$ cat config.mk
export PLATFORM = sky130hd
export DESIGN_NAME = fir_mac_seq
export DESIGN_NICKNAME = d
export VERILOG_FILES = /design/src/rtl/fir_pkg.sv /design/src/rtl/fir_delay_line.sv /design/src/rtl/fir_mac_seq.sv
export SDC_FILE = /design/constraint.sdc
export NUM_CORES = 2
export LEC_CHECK = 0
export ABC_AREA = 1
export BUFFER_PORTS_ARGS = -buffer_cell sky130_fd_sc_hd__buf_2
export CAP_MARGIN = 10
export CORE_ASPECT_RATIO = 0.5
export CORE_MARGIN = 2
export CORE_UTILIZATION = 40
export CTS_CLUSTER_SIZE = 30
export DETAILED_ROUTE_END_ITERATION = 7
export SLEW_MARGIN = 20
export SYNTH_ARGS = -nofsm -noshare
export SYNTH_HDL_FRONTEND = slang
export SYNTH_HIERARCHICAL = 1
export SYNTH_SLANG_ARGS = --single-unit
$ cat constraint.sdc
create_clock -name clk -period 77.7 [get_ports clk]
set_clock_uncertainty 0.15 [all_clocks]
set_input_delay 0 -clock clk [delete_from_list [all_inputs] [get_ports clk]]
set_output_delay 0 -clock clk [all_outputs]
set_load 0.01 [all_outputs]
$ cat src/rtl/fir_pkg.sv
// rtl/fir_pkg.sv - shared types and constants for the fir_mac_seq engine
package fir_pkg;

    typedef enum logic [1:0] {
        IDLE = 2'd0,
        MAC  = 2'd1,
        OUT  = 2'd2
    } state_t;

    localparam int WIDTH_DEF     = 16;
    localparam int TAPS_DEF      = 64;
    localparam int ADRLENGTH_DEF = 6;

    // Accumulator wide enough for TAPS full-precision products without overflow.
    function automatic int acc_width(input int width, input int adrlength);
        return 2 * width + adrlength;
    endfunction

    // Half an output LSB in accumulator units; added before the Q-format shift.
    function automatic longint round_const(input int width);
        return longint'(1) << (width - 2);
    endfunction

endpackage

$ cat src/rtl/fir_delay_line.sv
// rtl/fir_delay_line.sv - TAPS-deep sample shift register with addressed tap read
module fir_delay_line
    import fir_pkg::*;
#(
    parameter int WIDTH     = WIDTH_DEF,
    parameter int TAPS      = TAPS_DEF,
    parameter int ADRLENGTH = ADRLENGTH_DEF
) (
    input  logic                 clk,
    input  logic                 rst,
    input  logic                 shift_en,
    input  logic [WIDTH-1:0]     din,
    input  logic [ADRLENGTH-1:0] tap_sel,
    output logic [WIDTH-1:0]     tap_data
);

    logic [WIDTH-1:0] taps [TAPS];

    // Newest sample enters tap 0; everything else moves one tap older.
    always_ff @(posedge clk) begin
        if (!rst) begin
            for (int i = 0; i < TAPS; i++) begin
                taps[i] <= '0;
            end
        end else if (shift_en) begin
            taps[0] <= din;
            for (int i = 1; i < TAPS; i++) begin
                taps[i] <= taps[i-1];
            end
        end
    end

    // Explicit mux so addresses beyond TAPS-1 read zero rather than undefined storage.
    always_comb begin
        tap_data = '0;
        for (int i = 0; i < TAPS; i++) begin
            if (tap_sel == ADRLENGTH'(i)) begin
                tap_data = taps[i];
            end
        end
    end

endmodule

$ cat src/rtl/fir_mac_seq.sv
// rtl/fir_mac_seq.sv - time-multiplexed FIR MAC engine; FIR_SAT_EN selects output saturation
module fir_mac_seq
    import fir_pkg::*;
#(
    parameter int WIDTH     = WIDTH_DEF,
    parameter int TAPS      = TAPS_DEF,
    parameter int ADRLENGTH = ADRLENGTH_DEF,
    parameter int ACC_W     = acc_width(WIDTH, ADRLENGTH)
) (
    input  logic                 clk,
    input  logic                 rst,
    input  logic                 in_valid,
    output logic                 in_ready,
    input  logic [WIDTH-1:0]     in_data,
    output logic [ADRLENGTH-1:0] coef_adr,
    input  logic [WIDTH-1:0]     coef_data,
    output logic                 out_valid,
    input  logic                 out_ready,
    output logic [WIDTH-1:0]     out_data
);

    localparam logic signed [ACC_W-1:0] ROUND    = ACC_W'(round_const(WIDTH));
    localparam logic [ADRLENGTH-1:0]    LAST_TAP = ADRLENGTH'(TAPS - 1);

    state_t state, state_nxt;

    logic [ADRLENGTH-1:0]      k, k_nxt;
    logic signed [ACC_W-1:0]   acc, acc_nxt, acc_sum;
    logic signed [ACC_W-1:0]   rnd_sum, shifted;
    logic signed [2*WIDTH-1:0] prod;
    logic [WIDTH-1:0]          tap_data;
    logic [WIDTH-1:0]          out_nxt;
    logic                      shift_en;
    logic                      load_out;

    assign shift_en = in_valid && in_ready;

    fir_delay_line #(
        .WIDTH     (WIDTH),
        .TAPS      (TAPS),
        .ADRLENGTH (ADRLENGTH)
    ) u_delay_line (
        .clk      (clk),
        .rst      (rst),
        .shift_en (shift_en),
        .din      (in_data),
        .tap_sel  (k),
        .tap_data (tap_data)
    );

    // Product of the current tap and coefficient, added onto the running sum.
    always_comb begin
        prod    = $signed(tap_data) * $signed(coef_data);
        acc_sum = acc + $signed({{(ACC_W - 2*WIDTH){prod[2*WIDTH-1]}}, prod});
    end

    // Round half-up into Q1.15, then either clamp or wrap to the output width.
    always_comb begin
        rnd_sum = acc_sum + ROUND;
        shifted = rnd_sum >>> (WIDTH - 1);
`ifdef FIR_SAT_EN
        if (!((&shifted[ACC_W-1:WIDTH-1]) || !(|shifted[ACC_W-1:WIDTH-1]))) begin
            out_nxt = shifted[ACC_W-1] ? {1'b1, {(WIDTH-1){1'b0}}}
                                       : {1'b0, {(WIDTH-1){1'b1}}};
        end else begin
            out_nxt = WIDTH'(shifted);
        end
`else
        out_nxt = WIDTH'(shifted);
`endif
    end

    // State register.
    always_ff @(posedge clk) begin
        if (!rst) begin
            state <= IDLE;
        end else begin
            state <= state_nxt;
        end
    end

    // Next-state, handshake outputs and datapath controls.
    always_comb begin
        state_nxt = state;
        k_nxt     = k;
        acc_nxt   = acc;
        load_out  = 1'b0;
        in_ready  = 1'b0;
        out_valid = 1'b0;
        coef_adr  = '0;
        case (state)
            IDLE: begin
                in_ready = 1'b1;
                if (in_valid) begin
                    state_nxt = MAC;
                    k_nxt     = '0;
                    acc_nxt   = '0;
                end
            end
            MAC: begin
                coef_adr = k;
                acc_nxt  = acc_sum;
                if (k == LAST_TAP) begin
                    state_nxt = OUT;
                    k_nxt     = '0;
                    load_out  = 1'b1;
                end else begin
                    k_nxt = k + 1'b1;
                end
            end
            OUT: begin
                out_valid = 1'b1;
                if (out_ready) begin
                    state_nxt = IDLE;
                end
            end
            default: begin
                state_nxt = IDLE;
            end
        endcase
    end

    // Tap counter, accumulator and output register; out_data is frozen once loaded.
    always_ff @(posedge clk) begin
        if (!rst) begin
            k        <= '0;
            acc      <= '0;
            out_data <= '0;
        end else begin
            k   <= k_nxt;
            acc <= acc_nxt;
            if (load_out) begin
                out_data <= out_nxt;
            end
        end
    end

endmodule
=== Yosys cells after proc, flatten, opt, wreduce, memory -nomap -nowiden ===
Memories as Yosys holds them, arrays and structs flattened.
Index checks and enable logic that the tools add are counted.
W data, S select, Z words.

* Bitwise logic cells: 64
* Add/sub/neg operators: 3
* Mux-type cells: 146
* $mul: 1
* Reduce and logical (&&, ||, !) cells: 6
* Equality and inequality tests: 68

{| class="wikitable"
|+ Operator list
! kind !! number
|-
| $mux W16 || 128
|-
| $eq A6 B6 Y1 const B || 32
|-
| $eq A6 B5 Y1 const B || 16
|-
| $pmux W38 S2 || 1
|-
| $or A1 B1 Y1 || 64
|-
| $eq A6 B4 Y1 const B || 8
|-
| $add A38 B32 Y38 || 1
|-
| $mux W38 || 1
|-
| $mul A16 B16 Y32 || 1
|-
| $add A31 B16 Y31 const B || 1
|-
| $eq A6 B3 Y1 const B || 4
|-
| $mux W6 || 3
|-
| $eq A6 B2 Y1 const B || 2
|-
| $pmux W6 S2 || 1
|-
| $mux W1 || 8
|-
| $add A6 B1 Y6 const B || 1
|-
| $eq A6 B1 Y1 const B || 1
|-
| $logic_not A6 Y1 || 1
|-
| $mux W2 || 3
|-
| $ne A2 B2 Y1 const B || 3
|-
| $pmux W2 S3 || 1
|-
| $reduce_and A3 Y1 || 1
|-
| $eq A2 B1 Y1 const B || 1
|-
| $eq A2 B2 Y1 const B || 1
|-
| other kinds (4) || 4
|}

* Flip-flop bits (word level): 62
* Word-level logic and storage cells: 293
* Input bits: 36
* Memory bits (writable): 1,024
* Output and inout bits: 24
* Memories: 1

{| class="wikitable"
|+ Memories
! name !! depth !! width !! read ports !! clocked after memory_dff !! wr ports !! RTL line !! RTL
|-
| u_delay_line.taps || 64 || 16 || 64 || 0 || 64 || fir_delay_line.sv:17 || <nowiki>logic [WIDTH-1:0] taps [TAPS];</nowiki>
|}

=== Depth between registers and ports, before layout ===
* Depth in word-level cells: 68
* Gate-level depth with buffers: 75
* Mapped depth without buffers: 73

=== Modules after synthesis ===
Netlist, hierarchy kept.

{| class="wikitable"
|+ By module, submodules not included
! module !! instances !! cells each !! area each (µm²) !! seq. area each (µm²)
|-
| fir_delay_line || 1 || 5,123 || 47,144.0 || 30,749.5
|-
| fir_mac_seq || 1 || 1,936 || 14,243.7 || 1,101.1
|}

=== Least setup slack after synthesis ===
Ideal clock, no wire load.

* Kind: input to register
* Start: input port rst
* End: memory u_delay_line/taps[0][0] (netlist name), enable pin
* Cell stages on the path: 5
* Path slack: 53,043 ps
* Data required time: 70,550 ps
* Path buffers: 4
* Arrival: 17,508 ps
* Setup time: 7,000 ps
* Cell sequence: clkbuf_1 > clkbuf_1 > clkbuf_1 > clkbuf_1 > nand2_1

{| class="wikitable"
|+ RTL lines
! item !! RTL line !! RTL
|-
| from (decl) || fir_mac_seq.sv:11 || <nowiki>input logic rst,</nowiki>
|-
| to (decl) || fir_delay_line.sv:17 ||
|}

=== Worst setup path in the final report ===
* Start: register k[4]
* End: register out_data[15]

* Longest elaborated chain between the ends: 68
* Elaborated cells on any way between the ends: 133

{| class="wikitable"
|+ RTL lines
! item !! RTL line !! RTL
|-
| from (decl) || fir_mac_seq.sv:27 || <nowiki>logic [ADRLENGTH-1:0] k, k_nxt;</nowiki>
|-
| from (signal assigned) || fir_mac_seq.sv:130 || <nowiki>k <= k_nxt;</nowiki>
|-
| $logic_not A6 Y1 || fir_delay_line.sv:37 || <nowiki>if (tap_sel == ADRLENGTH'(i)) begin</nowiki>
|-
| $mux W16 (63 in a row) || fir_delay_line.sv:37 ||
|-
| $mux W16 (*) || fir_delay_line.sv:37 ||
|-
| via tap_data[15] || fir_mac_seq.sv:31 || <nowiki>logic [WIDTH-1:0] tap_data;</nowiki>
|-
| $mul A16 B16 Y32 (*) || fir_mac_seq.sv:53 || <nowiki>prod = $signed(tap_data) * $signed(coef_data);</nowiki>
|-
| $add A38 B32 Y38 (*) || fir_mac_seq.sv:54 || <nowiki>acc_sum = acc + $signed({{(ACC_W - 2*WIDTH){prod[2*WIDTH-1]}}, prod});</nowiki>
|-
| $add A31 B16 Y31 (*) || fir_mac_seq.sv:59 || <nowiki>rnd_sum = acc_sum + ROUND;</nowiki>
|-
| to (signal assigned) || fir_mac_seq.sv:133 || <nowiki>out_data <= out_nxt;</nowiki>
|-
| to (decl) || fir_mac_seq.sv:19 || <nowiki>output logic [WIDTH-1:0] out_data</nowiki>
|}

The timed path passes the listed nets; every way through them passes the cells marked *.
A chain may end at the register's enable or synchronous reset.

==> flow_metrics.py <==
metrics = {
    "final_layout": {
        "drive_above_1_share_pct": 5.84,
        "design_area_um2": 67800,
        "syn2layout_area_growth_pct": 10.5,
        "n_antenna_cell": 0,
        "layout_common_cells": "nand2_1 (1934), inv_1 (1761), edfxtp_1 (1024)",
        "final_common_cell": "nand2_1",
        "nets": 7505,
    },
    "sta": {
        "worst_pin_slew_ns": 1.17,
        "setup_viol": 0,
        "fin_ws_ns": 65.66,
        "min_period_ns": 12.04,
        "hold_viol": 0,
        "clock.fmax_ghz": 0.0831,
        "slew_violations": 0,
        "rsz0062_at_grt": "no",
        "hold_slack_ns": 0.0608,
        "fin_crit_sh_pct": 15.5,
        "setup-tns-final_ns": 0,
        "max-slew-margin-rel_pct": 21.5,
    },
    "placed_design": {
        "place_area_um2": 63900,
        "pre_cts_ws_ns": 65.79,
        "dp_hpwl_um": 96700,
        "port_buffers": 59,
        "place_congestion": 0.871,
    },
    "logic_synthesis": {
        "ys_seq_elements": 1079,
        "synth_area_leaders": "edfxtp_1 (50%), nand2_1 (12%), inv_1 (11%)",
        "synth_top_area_share_pct": 50.1,
        "syn_area_per_cell_um2": 8.70,
        "synth_cell_types": 44,
        "synthesis.area_um2": 61400,
        "synth-edff-count": 1024,
        "syn-num-nets": 7477,
        "synth_top_flop_cell": "edfxtp_1",
        "ys_seq_area_share_pct": 51.9,
        "synthCells": 7059,
        "async_flop_share_pct": 0,
        "synth_largest_area_cell": "edfxtp_1",
        "yosys_warnings": 6,
    },
    "run_status": {
        "run_status": "complete, no violations",
    },
    "clock_tree": {
        "cts_tree": "yes",
        "path_clk_slew_ns": 0.07,
        "clock_sinks": 1079,
        "cts_htree_levels": 3,
        "cts_root_buf": "clkbuf_16",
        "cts_buffers": 108,
        "clock_latency_ns": 0.72,
        "cts_setup_buffers": 0,
        "clk_path_buf_depth": 3,
    },
    "drt": {
        "drt-vias-per-instance": 4.65,
        "routed_wl_um": 142000,
        "wl_per_cell_um": 15.3,
        "ant_nets": 0,
        "drtIter0Drc": 3523,
        "drc": 0,
        "vias": 43000,
        "first_pass_iters": 6,
    },
    "worst_setup_path": {
        "path_class": "reg -> reg",
        "end_kind": "register",
        "crit_family": "simple AND/OR/NAND/NOR gates",
        "crit_buf_inv": 6,
        "cp.arrival_ns": 12.49,
        "crit_top_cell": "nand2_1",
        "critPathRequiredTime_ns": 78.15,
        "startpoint_type": "register",
        "critPathMaxFanout": 18,
        "max_stage_delay_ns": 0.87,
        "cpMaxStageDelayCell": "fa_1",
    },
    "pwr": {
        "powerDensity_nw_per_um2": 42.3,
        "leakage_nw": 32.7,
        "vdd_ir_drop_max_mv": 0.0731,
    },
    "die": {
        "ioPinCount": 60,
        "die_w_um": 558,
        "rows": 101,
        "die_area_um2": 157000,
        "dieHeight_um": 281,
        "core_um2": 152000,
        "start_util_pct": 40.4,
    },
    "global_routing": {
        "grt_pass1_wl_um": 229000,
        "grt-ovfl-total": 0,
        "grt_max_degree": 194,
        "grt_pass1_vias": 42100,
        "track_usage_pct": 18.3,
        "antenna_found_initial": 1,
    },
    "worst_hold_path": {
        "hold_path_class": "in -> reg",
    },
    "flow_run": {
        "max-cap-violations": 0,
    },
}
## sequential cells by signal, indices dropped and copies added, names as in the netlist
name and cells:
acc 31, k 6, out_data 16, u_delay_line/taps 1024, state 2
## metal layers
| metal | part of all wire, % | up-vias | global-route usage [%] | wire, um |
|---|---|---|---|---|
| li1 | - | 21300 | - | - |
| met3 | 4.3 | 151 | 2.36 | 6110 |
| met1 | 49 | 20700 | 26.6 | 69400 |
| met5 | 0 | - | 0 | 0 |
| met2 | 45 | 781 | 29.3 | 64100 |
| met4 | 1.5 | 0 | 3.53 | 2060 |
## worst paths after layout
path,from,to,slack (ns),cells after the start
min,in_data[1],u_delay_line/taps[0][1]$_SDFFCE_PN0P_,0.06,4
min reg2reg,acc[15]$_SDFFE_PN0P_,acc[15]$_SDFFE_PN0P_,0.32,2
max reg2reg,k[4]$_SDFFE_PN0P_,out_data[15]$_SDFFE_PN0P_,65.66,64
max,k[4]$_SDFFE_PN0P_,out_data[15]$_SDFFE_PN0P_,65.66,64
## repair_timing
item                      in CTS  in global routing
hold buffers                  36                  0
hold endpoints to repair      86                  0
resized for setup              0                  0
## where the power goes
group / switching [mW] / internal, mW / leakage [nW]
registers: 0.0241 / 0.695 / 11.5
clock network: 0.229 / 0.299 / 1.70
logic: 1.11 / 0.511 / 19.4
total: 1.36 / 1.51 / 32.7
## cell usage after synthesis, types with 11 or more instances
| cell type | instances |
|---|---|
| fa_1 | 285 |
| xor2_1 | 11 |
| nand3_1 | 103 |
| clkbuf_1 | 237 |
| nor2_1 | 929 |
| or2_2 | 49 |
| dfxtp_1 | 55 |
| inv_1 | 1761 |
| nand2_2 | 24 |
| nand4_1 | 229 |
| nand2_1 | 1936 |
| nor2_2 | 14 |
| ha_1 | 97 |
| a21oi_1 | 178 |
| edfxtp_1 | 1024 |
| o21ai_0 | 38 |
## layout make-up
cell class / instances / area (um2)
Fill cell: 14700 / 84200
Sequential cell: 1079 / 31900
Multi-Input combinational cell: 3948 / 21900
Inverter: 1774 / 6660
Clock buffer: 144 / 2900
Tap cell: 2060 / 2580
Timing Repair Buffer: 176 / 1340
Clock inverter: 59 / 632
## cell families after synthesis
logic type | count (synthesis) | synth area share [%]
AO/OA/AOI/OAI | 228 | 1.90
XOR/XNOR | 21 | 0.324
adder cells (fa/ha/maj) | 382 | 11.3
buffers and inverters | 2032 | 12.5
flip-flops | 1079 | 51.9
AND/OR/NAND/NOR | 3317 | 22.1
## worst reg2reg max path, delay by kind of cell, from the launching register on
kind,cells,cell delay [ns]
adder cells (fa/ha/maj),7,3.89
AND/OR/NAND/NOR,51,6.70
flip-flops,1,0.51
buffers and inverters,6,0.69
## through the flow
stage / instances / power (mW) / util (%)
2_1_floorplan: 7059 / 1.95 / -
3_3_place_gp: 9001 / 2.35 / 42.1
3_5_place_dp: 9001 / 2.34 / 42.1
4_1_cts: 9240 / 2.89 / 44.6
5_1_grt: 9240 / 3.14 / 44.6
6_report: 9240 / 2.87 / 44.6
No activity file was read; power rests on OpenSTA's default activity.
